[src/rtl/pll_lock_monitor_pkg.sv]
// Shared definitions for the PLL lock monitor: FSM state encoding, default
// timing parameters and a small helper for sizing the shared cycle counter.
package pll_lock_monitor_pkg;

  typedef enum logic [1:0] {
    PLL_RST   = 2'd0,
    WAIT_LOCK = 2'd1,
    STABLE    = 2'd2,
    RUN       = 2'd3
  } state_t;

  localparam int DEF_SYNC_STAGES    = 2;
  localparam int DEF_PLL_RST_CYCLES = 16;
  localparam int DEF_LOCK_TIMEOUT   = 65536;
  localparam int DEF_STABLE_CYCLES  = 1024;
  localparam int DEF_CNT_W          = 8;

  // Largest of three terms, used to size a counter shared by several phases.
  function automatic int max3(input int a, input int b, input int c);
    int m;
    m = (a > b) ? a : b;
    return (m > c) ? m : c;
  endfunction

endpackage

[src/rtl/sync_bit.sv]
// Single-bit multi-flop synchroniser with asynchronous active-low clear.
// Reusable for any slow-changing single-bit input crossing into clk.
module sync_bit #(
  parameter int SYNC_STAGES = 2
) (
  input  logic clk,
  input  logic rst_n,
  input  logic d,
  output logic q
);

  logic [SYNC_STAGES-1:0] sync_q;

  // Shift the asynchronous input through the flop chain; oldest bit is the output.
  always_ff @(posedge clk or negedge rst_n) begin
    if (!rst_n) begin
      sync_q <= '0;
    end else begin
      sync_q <= {sync_q[SYNC_STAGES-2:0], d};
    end
  end

  assign q = sync_q[SYNC_STAGES-1];

endmodule

[src/rtl/pll_lock_monitor.sv]
// PLL lock monitor: pulses the PLL reset, waits for lock with timeout/retry,
// qualifies lock stability, then releases the system reset. Lock loss in RUN
// restarts the whole sequence. Saturating debug counters record timeouts and
// lock losses.
module pll_lock_monitor
  import pll_lock_monitor_pkg::*;
#(
  parameter int SYNC_STAGES    = DEF_SYNC_STAGES,
  parameter int PLL_RST_CYCLES = DEF_PLL_RST_CYCLES,
  parameter int LOCK_TIMEOUT   = DEF_LOCK_TIMEOUT,
  parameter int STABLE_CYCLES  = DEF_STABLE_CYCLES,
  parameter int CNT_W          = DEF_CNT_W
) (
  input  logic             clk,
  input  logic             rst_n,
  input  logic             locked,
  input  logic             soft_restart,
  input  logic             clear_stats,
  output logic             pll_rst,
  output logic             sys_rst_n,
  output logic             ready,
  output logic             lock_lost,
  output logic [CNT_W-1:0] lost_cnt,
  output logic [CNT_W-1:0] timeout_cnt,
  output logic [1:0]       state_o
);

  localparam int CNT_MAX = max3(PLL_RST_CYCLES, LOCK_TIMEOUT, STABLE_CYCLES);
  localparam int CW      = (CNT_MAX > 1) ? $clog2(CNT_MAX) : 1;

  localparam logic [CW-1:0] RST_LAST    = CW'(PLL_RST_CYCLES - 1);
  localparam logic [CW-1:0] TIMEOUT_LAST = CW'(LOCK_TIMEOUT - 1);
  localparam logic [CW-1:0] STABLE_LAST = CW'(STABLE_CYCLES - 1);
  localparam logic [CNT_W-1:0] EVT_MAX  = {CNT_W{1'b1}};

  state_t        state;
  state_t        next_state;
  logic [CW-1:0] cnt;
  logic [CW-1:0] cnt_next;
  logic          locked_s;
  logic          timeout_evt;
  logic          lost_evt;

  sync_bit #(
    .SYNC_STAGES(SYNC_STAGES)
  ) u_lock_sync (
    .clk  (clk),
    .rst_n(rst_n),
    .d    (locked),
    .q    (locked_s)
  );

  // State register, shared phase counter and registered decodes of next_state.
  always_ff @(posedge clk or negedge rst_n) begin
    if (!rst_n) begin
      state     <= PLL_RST;
      cnt       <= '0;
      pll_rst   <= 1'b1;
      sys_rst_n <= 1'b0;
      ready     <= 1'b0;
    end else begin
      state     <= next_state;
      cnt       <= cnt_next;
      pll_rst   <= (next_state == PLL_RST);
      sys_rst_n <= (next_state == RUN);
      ready     <= (next_state == RUN);
    end
  end

  // Next-state logic; soft_restart overrides every other transition and event.
  always_comb begin
    next_state  = state;
    timeout_evt = 1'b0;
    lost_evt    = 1'b0;
    case (state)
      PLL_RST: begin
        if (cnt == RST_LAST) next_state = WAIT_LOCK;
      end
      WAIT_LOCK: begin
        if (locked_s) begin
          next_state = STABLE;
        end else if (cnt == TIMEOUT_LAST) begin
          next_state  = PLL_RST;
          timeout_evt = 1'b1;
        end
      end
      STABLE: begin
        if (!locked_s) begin
          next_state = WAIT_LOCK;
        end else if (cnt == STABLE_LAST) begin
          next_state = RUN;
        end
      end
      RUN: begin
        if (!locked_s) begin
          next_state = PLL_RST;
          lost_evt   = 1'b1;
        end
      end
      default: next_state = PLL_RST;
    endcase
    if (soft_restart) begin
      next_state  = PLL_RST;
      timeout_evt = 1'b0;
      lost_evt    = 1'b0;
    end
    if (soft_restart || (next_state != state)) begin
      cnt_next = '0;
    end else if (state == RUN) begin
      cnt_next = cnt;
    end else begin
      cnt_next = cnt + CW'(1);
    end
  end

  // Saturating debug counters and sticky flag; a same-cycle event survives a clear.
  always_ff @(posedge clk or negedge rst_n) begin
    if (!rst_n) begin
      lost_cnt    <= '0;
      timeout_cnt <= '0;
      lock_lost   <= 1'b0;
    end else if (clear_stats) begin
      lost_cnt    <= lost_evt    ? CNT_W'(1) : '0;
      timeout_cnt <= timeout_evt ? CNT_W'(1) : '0;
      lock_lost   <= lost_evt;
    end else begin
      if (lost_evt && (lost_cnt != EVT_MAX)) lost_cnt <= lost_cnt + CNT_W'(1);
      if (timeout_evt && (timeout_cnt != EVT_MAX)) timeout_cnt <= timeout_cnt + CNT_W'(1);
      if (lost_evt) lock_lost <= 1'b1;
    end
  end

  assign state_o = state;

endmodule
[config.mk]
export PLATFORM = sky130hd
export DESIGN_NAME = pll_lock_monitor
export DESIGN_NICKNAME = d
export VERILOG_FILES = /design/src/rtl/pll_lock_monitor_pkg.sv /design/src/rtl/sync_bit.sv /design/src/rtl/pll_lock_monitor.sv
export SDC_FILE = /design/constraint.sdc
export NUM_CORES = 1
export LEC_CHECK = 0
export CAP_MARGIN = 10
export CORE_ASPECT_RATIO = 0.5
export CORE_MARGIN = 2
export CORE_UTILIZATION = 54
export DETAILED_ROUTE_END_ITERATION = 8
export PLACE_DENSITY = 0.76
export SETUP_SLACK_MARGIN = 0.3
export SLEW_MARGIN = 20
export SYNTH_ARGS = -nofsm -noshare
export SYNTH_HDL_FRONTEND = slang
export SYNTH_SLANG_ARGS = --single-unit
[constraint.sdc]
create_clock -name clk -period 2.1 [get_ports clk]
set_input_delay 0.315 -clock clk [delete_from_list [all_inputs] [get_ports clk]]
set_output_delay 0.315 -clock clk [all_outputs]
set_load 0.005 [all_outputs]
## Yosys cells after proc, flatten, opt, wreduce, memory -nomap -nowiden

Cells that the tools add are included.
Widths: inputs -> output; s select.

- Bits in registers: 39
- Input bits: 5
- Output and inout bits: 22

- Add/sub/neg operators: 3
- Equality and inequality tests: 11
- Mux-type cells: 25
- Reduce and logical (&&, ||, !) cells: 8

Operators with widths:

| cell | number |
|---|---|
| $mux 16 | 2 |
| $mux 8 | 4 |
| $add 16x1->16 const B | 1 |
| $add 8x1->8 const B | 2 |
| $eq 16x10->1 const B | 1 |
| $eq 16x16->1 const B | 1 |
| $eq 16x4->1 const B | 1 |
| $ne 8x8->1 const B | 2 |
| $mux 2 | 7 |
| $mux 1 | 11 |
| $pmux 2 s4 | 1 |
| $eq 2x2->1 const B | 3 |
| $reduce_bool 2->1 | 3 |
| $logic_not 2->1 | 2 |
| $eq 2x1->1 const B | 1 |
| $logic_and 1x1->1 | 2 |
| $ne 2x2->1 | 1 |
| $ne 2x2->1 const B | 1 |
| $logic_or 1x1->1 | 1 |

## Logic depth before layout (Yosys ltp)

Gate-level depths: netlist of the first run.

- Depth after elaboration: 8
- Depth in mapped cells: 7

## Cells and area by module

A second synthesis of the first run with hierarchy kept.

- Cell total of the unflattened synthesis: 204
- Area, all modules: 2015.7 sq um

By module, submodules not included:

| module | instances | cells each | area each (sq um) | sequential area each (sq um) |
|---|---|---|---|---|
| pll_lock_monitor | 1 | 202 | 1965.6 | 927.1 |
| sync_bit | 1 | 2 | 50.0 | 50.0 |

## Worst setup path before layout of the first run

Ideal clock, no wire load.

- Path type: register to register
- From: register cnt[0]
- To: register timeout_cnt[5]
- Library setup time: 119 ps
- Arrival time: 1700 ps
- Setup slack: 281 ps
- Stages on the path, launching flop included: 7
- Path through: dfrtp_1 > ha_1 > nand4_1 > nor4_4 > nand3_4 > o31a_1 > o21a_1

- Word-level cells in the longest chain between the ends: 7

Ends and longest elaborated chain:

| what | line | text |
|---|---|---|
| from (decl) | pll_lock_monitor.sv:38 | `logic [CW-1:0] cnt;` |
| from (signal assigned) | pll_lock_monitor.sv:63 | `cnt <= cnt_next;` |
| $eq 16x16->1 | pll_lock_monitor.sv:82 | `end else if (cnt == TIMEOUT_LAST) begin` |
| $mux 1 | pll_lock_monitor.sv:82 |  |
| $mux 1 | pll_lock_monitor.sv:80 | `if (locked_s) begin` |
| $mux 1 | pll_lock_monitor.sv:75 | `case (state)` |
| $mux 1 | pll_lock_monitor.sv:102 | `if (soft_restart) begin` |
| $logic_and 1x1->1 | pll_lock_monitor.sv:128 | `if (timeout_evt && (timeout_cnt != EVT_MAX)) timeout_cnt <= timeout_cnt + CNT_W'(1);` |
| $reduce_bool 2->1 (no source line) | -- |  |
| to (signal assigned) | pll_lock_monitor.sv:124 | `timeout_cnt <= timeout_evt ? CNT_W'(1) : '0;` |
| to (signal assigned) | pll_lock_monitor.sv:128 |  |
| to (decl) | pll_lock_monitor.sv:24 | `output logic [CNT_W-1:0] timeout_cnt,` |

No other way between the ends.
A chain may end at the register's enable or synchronous reset.

## Final worst setup path of the first run

- From: register cnt[0]
- To: register cnt[5]

- Word-level cells in the longest chain between the ends: 8

Ends and longest elaborated chain:

| what | line | text |
|---|---|---|
| $eq 16x10->1 or $eq 16x16->1 (tied branches) | pll_lock_monitor.sv:90, pll_lock_monitor.sv:82 |  |
| $mux 2, on equally long branches | pll_lock_monitor.sv:90, pll_lock_monitor.sv:82 |  |
| $mux 2, on equally long branches | pll_lock_monitor.sv:88, pll_lock_monitor.sv:80 |  |
| $pmux 2 s4 | pll_lock_monitor.sv:75 |  |
| $mux 2 | pll_lock_monitor.sv:102 |  |
| $ne 2x2->1 | pll_lock_monitor.sv:107 | `if (soft_restart \|\| (next_state != state)) begin` |
| $logic_or 1x1->1 | pll_lock_monitor.sv:107 |  |
| $ne 2x2->1 (no source line) or $mux 16 (tied branches) | -- |  |

Parallel ways exist; a longest one is shown, timed or not. The select of a mux whose other input is x is not followed.

==> impl_metrics.ini, run 1 <==
[synth]
synth-main-ff-cell = dfrtp_1
yosys-top-cells-area = dfrtp_1, xor2_1, nor2_1
netlist_area_um2 = 2031
yosys.area.top_type = dfrtp_1
yosysMostFrequentCell = dfrtp_1
ys.warnings.count = 0
ys_seq_area_frac = 0.4812
synthCells = 204
synthArstFlopShare = 1.000
syn-num-nets = 212
synth-edff-count = 0
synth_commonest_cells = dfrtp_1, nor2_1, nand2_1
syn_area_per_cell_um2 = 9.954
ys_ff_latch = 39
synthDistinctLibCells = 44
yosysTopAreaCellShare = 0.4683

[timing]
setup_viol = 0
rsz0062_at_grt = yes
final_max_slew_viol_count = 0
tightest_slew_ps = 578.3
slew_headroom = 0.6145
fin_skew_ps = 10.98
fin_hold_ws_ps = 13.77
setup_tns_ps = 0
setup_ws_ps = 304.7
fmax_mhz = 557.0
period_minus_slack_ps = 1795
finalCritPeriodShare = 0.8549
hold_viol = 0

[run]
cap_violations = 0

[hold_path]
hp-class = input port to asynchronous set/reset pin

[place]
dp_slack_ps = 43.44
gp_congestion = 0.8353
placed_cells = 286
dpl.hpwl_um = 3093
portBuffers = 26

[clocking]
clk_latency_ps = 290
ctsHoldBuffers = 0
cts_tree = built
htreeDepth = 2
numCtsBuffers = 5
clockBufferDepth = 2
clock-root-buffer = clkbuf_8
cts_sinks = 39
cts.clk_slew.worst_paths_ps = 80

[final_layout]
fin_nets = 258
drive_gt1_frac = 0.2191
fin_cells = 302
antenna_cells = 0
area_growth_pct = 30.44
final_util = 0.7547
fillers = 255

[floorplan]
rows = 15
dieHeight_um = 47.36
initial_core_util = 0.5786
coreArea_um2 = 3510
die-area_um2 = 4297
io-pin-count = 27
die_x_um = 90.73

[global_route]
gr-total-overflow = 0
grt_pass1_wl_um = 7389
antenna_found_initial = 0
grt_pass1_vias = 1572
grt_max_degree = 28
grt_usage = 0.2292

[route]
vias = 1728
wl_um = 4522
viasPerCell = 5.722
drt-pass1-iter-count = 4
drt_iter0_drc = 105
ant_nets = 0
drc_errors = 0
wl_per_cell_um = 14.97

[setup_path]
cp_slowest_stage_delay_ps = 440
worstPathArrival_ps = 2010
crit_fanout = 11
timing.critical_path.slowest_stage_cell = or4b_1
path_delay_family = simple AND/OR/NAND/NOR gates
worstSetupPathType = flop to flop
critPathLaunchType = flop
worst-path-buf-inv = 1
path_cells = ha_4 -> and3_4 -> nand4_1 -> or4b_1 -> o211a_1 -> buf_12 -> nor2_2
end_kind = flop
worstPathRequired_ps = 2320

[power]
powerDensity_nw_per_um2 = 547.6
cellLeakagePower_uw = 0.001132
vdd_drop_max_mv = 0.3980

[outcome]
outcome = finished clean
[path summary, 6_finish.rpt]
| kind | from | end | slack, ps | cells past startpoint |
|---|---|---|---|---|
| max | cnt[0]$_DFFE_PN0P_ | cnt[5]$_DFFE_PN0P_ | 300 | 7 |
| min | rst_n | timeout_cnt[7]$_DFFE_PN0P_ | 10 | 1 |
| max reg2reg | cnt[0]$_DFFE_PN0P_ | cnt[5]$_DFFE_PN0P_ | 300 | 7 |
| min reg2reg | u_lock_sync.sync_q[0]$_DFF_PN0_ | u_lock_sync.sync_q[1]$_DFF_PN0_ | 350 | 0 |
| max in group asynchronous | rst_n | lost_cnt[6]$_DFFE_PN0P_ | 1560 | 2 |
| min in group clk | u_lock_sync.sync_q[0]$_DFF_PN0_ | u_lock_sync.sync_q[1]$_DFF_PN0_ | 350 | 0 |
[state kept, by name (all words and copies together), names as in the netlist]
name	flops
cnt	16
lost_cnt	8
timeout_cnt	8
state_o	2
u_lock_sync.sync_q	2
lock_lost	1
pll_rst	1
ready	1
[metal layers]
metal | global-route usage | wire (µm)
met2 | 0.3925 | 2143
met1 | 0.2969 | 2142
met4 | 0.07077 | 51
met3 | 0.06421 | 185
met5 | 0 | 0
[layout make-up]
cell class,instances,area (µm²),share of cell area
Timing Repair Buffer,45,416.7,0.1573
Multi-Input combinational cell,155,1064,0.4015
Tap cell,51,63.81,0.02409
Clock buffer,7,76.32,0.02881
Inverter,4,15.01,0.005668
Clock inverter,1,30.03,0.01134
Sequential cell,39,983.4,0.3713
[placed cells by master (no fill, tap or decap), types with 2 or more instances in the layout]
cell	count
clkbuf_1	2
nor3b_1	2
and4_2	3
nor4_1	3
nor2_1	26
and3_1	2
inv_1	4
xor2_1	14
nand4_1	14
nor2_2	4
a21oi_1	5
ha_1	2
nor4_4	2
and2_1	3
o21ai_0	3
dfrtp_1	33
mux2i_1	3
a31o_2	2
nor3_1	6
xnor2_1	8
o21a_1	3
nand2_1	16
clkbuf_8	5
dfrtp_2	5
clkdlybuf4s50_1	24
a21oi_2	2
nand3_1	11
buf_4	17
[where the power goes]
part           total [µW]  switching [µW]  internal (µW)
Combinational        76.0            43.9           32.1
Sequential            766            8.58            757
Clock                 609             253            355
Total                1450             306           1140
[stage by stage]
step,power [µW],area (µm²)
final,1450,2649
after global routing,1505,2649
after CTS,1448,2582
after detailed placement,839.9,2407
after global placement,838.1,2407
after floorplan,800.9,2031
[what timing repair did]
| action | 4_1_cts | 5_1_grt |
|---|---|---|
| buffers inserted | 6 | 2 |
| gates resized for setup | 6 | 14 |
| pin swaps | 1 | 4 |
| setup endpoints to repair | 14 | 21 |
[logic make-up after synthesis]
group | synth area share
adders and majority gates | 0.01849
xor gates and xnor gates | 0.09489
AOI/OAI and AO/OA | 0.07825
DFF | 0.4812
buffers and inverters | 0.02587
muxes | 0.01479
and+or+nand+nor | 0.2865
[worst reg2reg max path, delay by kind of cell, from the launching register on]
| kind | cells | cell delay, ps |
|---|---|---|
| fa+ha+maj | 1 | 180 |
| flops | 1 | 420 |
| compound gates | 1 | 150 |
| simple gates | 4 | 820 |
| buf+inv | 1 | 150 |
(Power assumes the default switching activity.)
==> inputs of run 2 (changes only) <==
SETUP_SLACK_MARGIN = 0.1   (was 0.3)
==> impl_metrics.ini, run 2 (same netlist as run 1, synthesis figures left out) <==
[outcome]
outcome = finished clean

[final_layout]
final_cell_mix = dfrtp_1, nor2_1, clkdlybuf4s50_1
regMostFlops = cnt
largest_register_ff_count = 16
area_growth_pct = 25.82
fin_cells = 299
layout.cells.most_common = dfrtp_1
antenna_cells = 0
fin_nets = 255
drive_gt1_frac = 0.1613
final_util = 0.7280
top_regs = cnt x16, lost_cnt x8, timeout_cnt x8
final_area_um2 = 2555

[power]
swShare = 0.2189
vdd_drop_max_mv = 0.3169
switchingPower_uw = 304.1
p_int_uw = 1085
clkPwrFrac = 0.402
cellLeakagePower_uw = 0.001102
pwr-share-seq = 0.551
powerDensity_nw_per_um2 = 543.7
p_comb_frac = 0.048

[timing]
rsz0062_at_grt = no
hold_viol = 0
slew_headroom = 0.6779
finalCritPeriodShare = 0.8956
setup_tns_ps = 0
final_max_slew_viol_count = 0
tightest_slew_ps = 483.2
period_minus_slack_ps = 1881
fmax_mhz = 531.7
fin_skew_ps = 5.040
setup_viol = 0

[floorplan]
coreArea_um2 = 3510
die_x_um = 90.73
io-pin-count = 27
dieHeight_um = 47.36
die-area_um2 = 4297
rows = 15
initial_core_util = 0.5786

[clocking]
cts_tree = built
clk_latency_ps = 290
ctsHoldBuffers = 0
cts.clk_slew.worst_paths_ps = 80
clock-root-buffer = clkbuf_8
numCtsBuffers = 5
htreeDepth = 2
clockBufferDepth = 2
cts_sinks = 39

[global_route]
grt_pass1_wl_um = 7038
antenna_found_initial = 0
grt_pass1_vias = 1540
grt_usage = 0.2172
gr-total-overflow = 0
grt_max_degree = 40

[route]
drc_errors = 0
wl_per_cell_um = 14.09
wl_um = 4212
vias = 1641
drt-pass1-iter-count = 4
drt_iter0_drc = 65
viasPerCell = 5.488
ant_nets = 0

[place]
portBuffers = 26
place_area_um2 = 2395
gp_congestion = 0.8853
dpl.hpwl_um = 2936
placed_cells = 286

[setup_path]
rrSetupSlack_ps = 220
worstSetupPathType = flop to flop
cp_slowest_stage_delay_ps = 440
end_kind = flop
reg2reg_from = cnt[0]$_DFFE_PN0P_
worstPathRequired_ps = 2320
r2r_cells = 7
critPathLaunchType = flop
path_cells = ha_1 -> and3_4 -> nand4_1 -> or4b_1 -> o211a_1 -> buf_4 -> a21oi_1
crit_fanout = 7
worstPathArrival_ps = 2100
r2r-end = cnt[1]$_DFFE_PN0P_
timing.critical_path.slowest_stage_cell = or4b_1

[hold_path]
hp-class = input port to asynchronous set/reset pin

[run]
cap_violations = 0
## run 2: cell types whose count changed in the layout (fill, tap and decap cells not counted), sizes merged
cell	delta
clkdlybuf4s50	+1
bufinv	-1
dlymetal6s2s	-1
buf	-3
clkbuf	+1
## run 2: worst max-delay path, delay by kind of cell, from the launching register on
kind	cells	cell delay [ps]
fa+ha+maj	1	240
buf+inv	1	160
flops	1	410
compound gates	2	250
simple gates	3	750
## run 2: metrics by stage
step / hold WS [ps] / power [µW] / setup slack, ps
2_1_floorplan: 19.41 / 800.9 / 281.3
3_3_place_gp: 335.8 / 834.4 / 40.59
3_5_place_dp: 340.2 / 836.1 / 58.71
4_1_cts: 79.78 / 1390 / 159.7
5_1_grt: 107.7 / 1453 / 100.5
6_report: 67.97 / 1389 / 219.3
## run 2: layout make-up
type,instances,area (µm²)
Timing Repair Buffer,42,379.1
Fill cell,260,954.7
Sequential cell,39,977.2
Inverter,4,15.01
Tap cell,51,63.81
Multi-Input combinational cell,155,1020
Clock buffer,8,100.1
## run 2: worst max path at each step
stage                  startpoint                         end  depth (start not counted)
6_report       cnt[0]$_DFFE_PN0P_          cnt[1]$_DFFE_PN0P_                          7
4_1_cts        cnt[0]$_DFFE_PN0P_          cnt[1]$_DFFE_PN0P_                          7
2_1_floorplan  cnt[0]$_DFFE_PN0P_  timeout_cnt[5]$_DFFE_PN0P_                          6
3_3_place_gp         soft_restart          cnt[4]$_DFFE_PN0P_                          7
5_1_grt        cnt[1]$_DFFE_PN0P_  timeout_cnt[4]$_DFFE_PN0P_                          7
3_5_place_dp         soft_restart          cnt[7]$_DFFE_PN0P_                          7
## run 2: power by group through the flow
| stage | Sequential, µW | Combinational, µW | Clock, µW |
|---|---|---|---|
| 2_1_floorplan | 777 | 24.0 | 0 |
| 3_3_place_gp | 780 | 54.8 | 0 |
| 3_5_place_dp | 780 | 56.1 | 0 |
| 4_1_cts | 765 | 56.2 | 568 |
| 5_1_grt | 765 | 75.0 | 612 |
| 6_report | 765 | 66.1 | 558 |
## run 2: per-layer routing
metal,share of wire,vias to the layer above,GRT usage
li1,-,821,-
met1,0.49,776,0.2860
met2,0.44,39,0.3478
met3,0.057,5,0.06260
met4,0.0074,0,0.09846
met5,0,-,0
## run 2: repair_timing
action                                  CTS  global route
resized for setup                         0             4
buffers inserted                          0             5
endpoints found under the hold margin     0             0
endpoints found under the setup margin    0            13
==> inputs of run 3 (changes only) <==
TNS_END_PERCENT = 50   (was unset)
clock period = 1.8 ns   (was 2.1 ns; I/O delays follow)
==> impl_metrics.ini, run 3 (same netlist as run 1, synthesis figures left out) <==
[setup_path]
worstPathArrival_ps = 2000
worstSetupPathType = flop to flop
worstPathRequired_ps = 2010
end_kind = flop
critPathLaunchType = flop
crit_fanout = 11

[final_layout]
largest_register_ff_count = 16
final_cell_mix = dfrtp_1, buf_4, nor2_1
fin_nets = 277
top_regs = cnt x16, lost_cnt x8, timeout_cnt x8
regArea_um2 = 982.2
regMostFlops = cnt
antenna_cells = 0
fillers = 228
final_area_um2 = 2801
area_growth_pct = 37.95
multi_input_area_um2 = 1060
final_util = 0.7982
drive_gt1_frac = 0.2704

[place]
gp_congestion = 0.8663
place_area_um2 = 2586
dpl.hpwl_um = 3356
portBuffers = 26

[clocking]
clk_latency_ps = 290
numCtsBuffers = 5
htreeDepth = 2
cts_tree = built
cts_sinks = 39
clock-root-buffer = clkbuf_8
cts.clk_slew.worst_paths_ps = 70
clockBufferDepth = 2

[power]
p_comb_frac = 0.049
pwr-share-seq = 0.514
vdd_drop_max_mv = 0.3896
cellLeakagePower_uw = 0.001220
powerDensity_nw_per_um2 = 618.4
clkPwrFrac = 0.437
p_int_uw = 1368
swShare = 0.2102
switchingPower_uw = 364.1

[outcome]
outcome = finished clean

[global_route]
grt_pass1_vias = 1717
grt_max_degree = 19
gr-total-overflow = 0
grt_usage = 0.2318
antenna_found_initial = 0
grt_pass1_wl_um = 7548

[route]
vias = 1807
drt-pass1-iter-count = 4
ant_nets = 0
wl_um = 4707
viasPerCell = 5.629
drt_iter0_drc = 58
wl_per_cell_um = 14.66
drc_errors = 0

[floorplan]
initial_core_util = 0.5786
rows = 15
die-area_um2 = 4297
dieHeight_um = 47.36
coreArea_um2 = 3510
io-pin-count = 27
die_x_um = 90.73

[timing]
finalCritPeriodShare = 0.9944
fmax_mhz = 558.7
tightest_slew_ps = 428.7
period_minus_slack_ps = 1790
rsz0062_at_grt = yes
setup_viol = 0
final_max_slew_viol_count = 0
hold_viol = 0
slew_headroom = 0.7142
fin_skew_ps = 6.745

[run]
cap_violations = 0

[hold_path]
hp-class = flop to flop
-- run 3: cell type report --
class                      instances  area share
inverter                           4    0.005360
multi-input combinational        155      0.3783
sequential                        39      0.3506
clock buffer                       6     0.02948
tap                               51     0.02278
timing repair buffer              64      0.2010
clock inverter                     2     0.01251
-- run 3: through the flow --
step / total power (µW) / setup WS, ps / std cells / TNS (ps) / hold slack (ps)
floorplan: 937.3 / 87.17 / 204 / 0 / -25.59
global placement: 987.0 / -82.20 / 308 / -877.7 / 214.7
detailed placement: 990.3 / -228.7 / 308 / -2938 / 223.4
CTS: 1743 / 6.548 / 318 / 0 / 354.1
global route: 1788 / -84.25 / 321 / -809.0 / 354.6
finish: 1732 / 10.02 / 321 / 0 / 352.2
-- run 3: metal layers --
metal | up-vias | part of all wire | global-route usage
met3 | 4 | 0.041 | 0.06100
met5 | - | 0 | 0
met4 | 0 | 0.0051 | 0.05846
met1 | 906 | 0.46 | 0.2894
met2 | 38 | 0.50 | 0.4224
li1 | 859 | - | -
-- run 3: critical path, cell delays in order, from the launching register on --
cell	delay, ps
dfrtp_1	410
ha_2	190
and3_4	190
nand4_1	90
or4b_1	440
o211a_1	150
buf_12	150
a21oi_1	100
-- run 3: power groups by stage --
stage / clock network, µW / logic [µW] / registers [µW]
final: 757 / 85.0 / 891
after CTS: 767 / 86.2 / 890
after floorplan: 0 / 30.7 / 907
after detailed placement: 0 / 83.1 / 907
after global routing: 802 / 93.9 / 892
after global placement: 0 / 80.3 / 907
-- run 3: repair_timing --
action / in CTS / in global routing
pin swaps: 1 / 7
endpoints found under the hold margin: 15 / 0
setup endpoints to repair: 19 / 26
hold buffers: 1 / 0
gates resized for setup: 4 / 11
setup buffers: 1 / 3
-- run 3: worst paths after layout --
kind	from	to	slack (ps)	depth (start not counted)
setup / recovery	cnt[0]$_DFFE_PN0P_	cnt[1]$_DFFE_PN0P_	10	7
hold / removal	u_lock_sync.sync_q[0]$_DFF_PN0_	u_lock_sync.sync_q[1]$_DFF_PN0_	350	0
setup reg to reg	cnt[0]$_DFFE_PN0P_	cnt[1]$_DFFE_PN0P_	10	7
hold reg to reg	u_lock_sync.sync_q[0]$_DFF_PN0_	u_lock_sync.sync_q[1]$_DFF_PN0_	350	0
max in group asynchronous	rst_n	lost_cnt[7]$_DFFE_PN0P_	810	3
min in group asynchronous	rst_n	timeout_cnt[4]$_DFFE_PN0P_	460	2
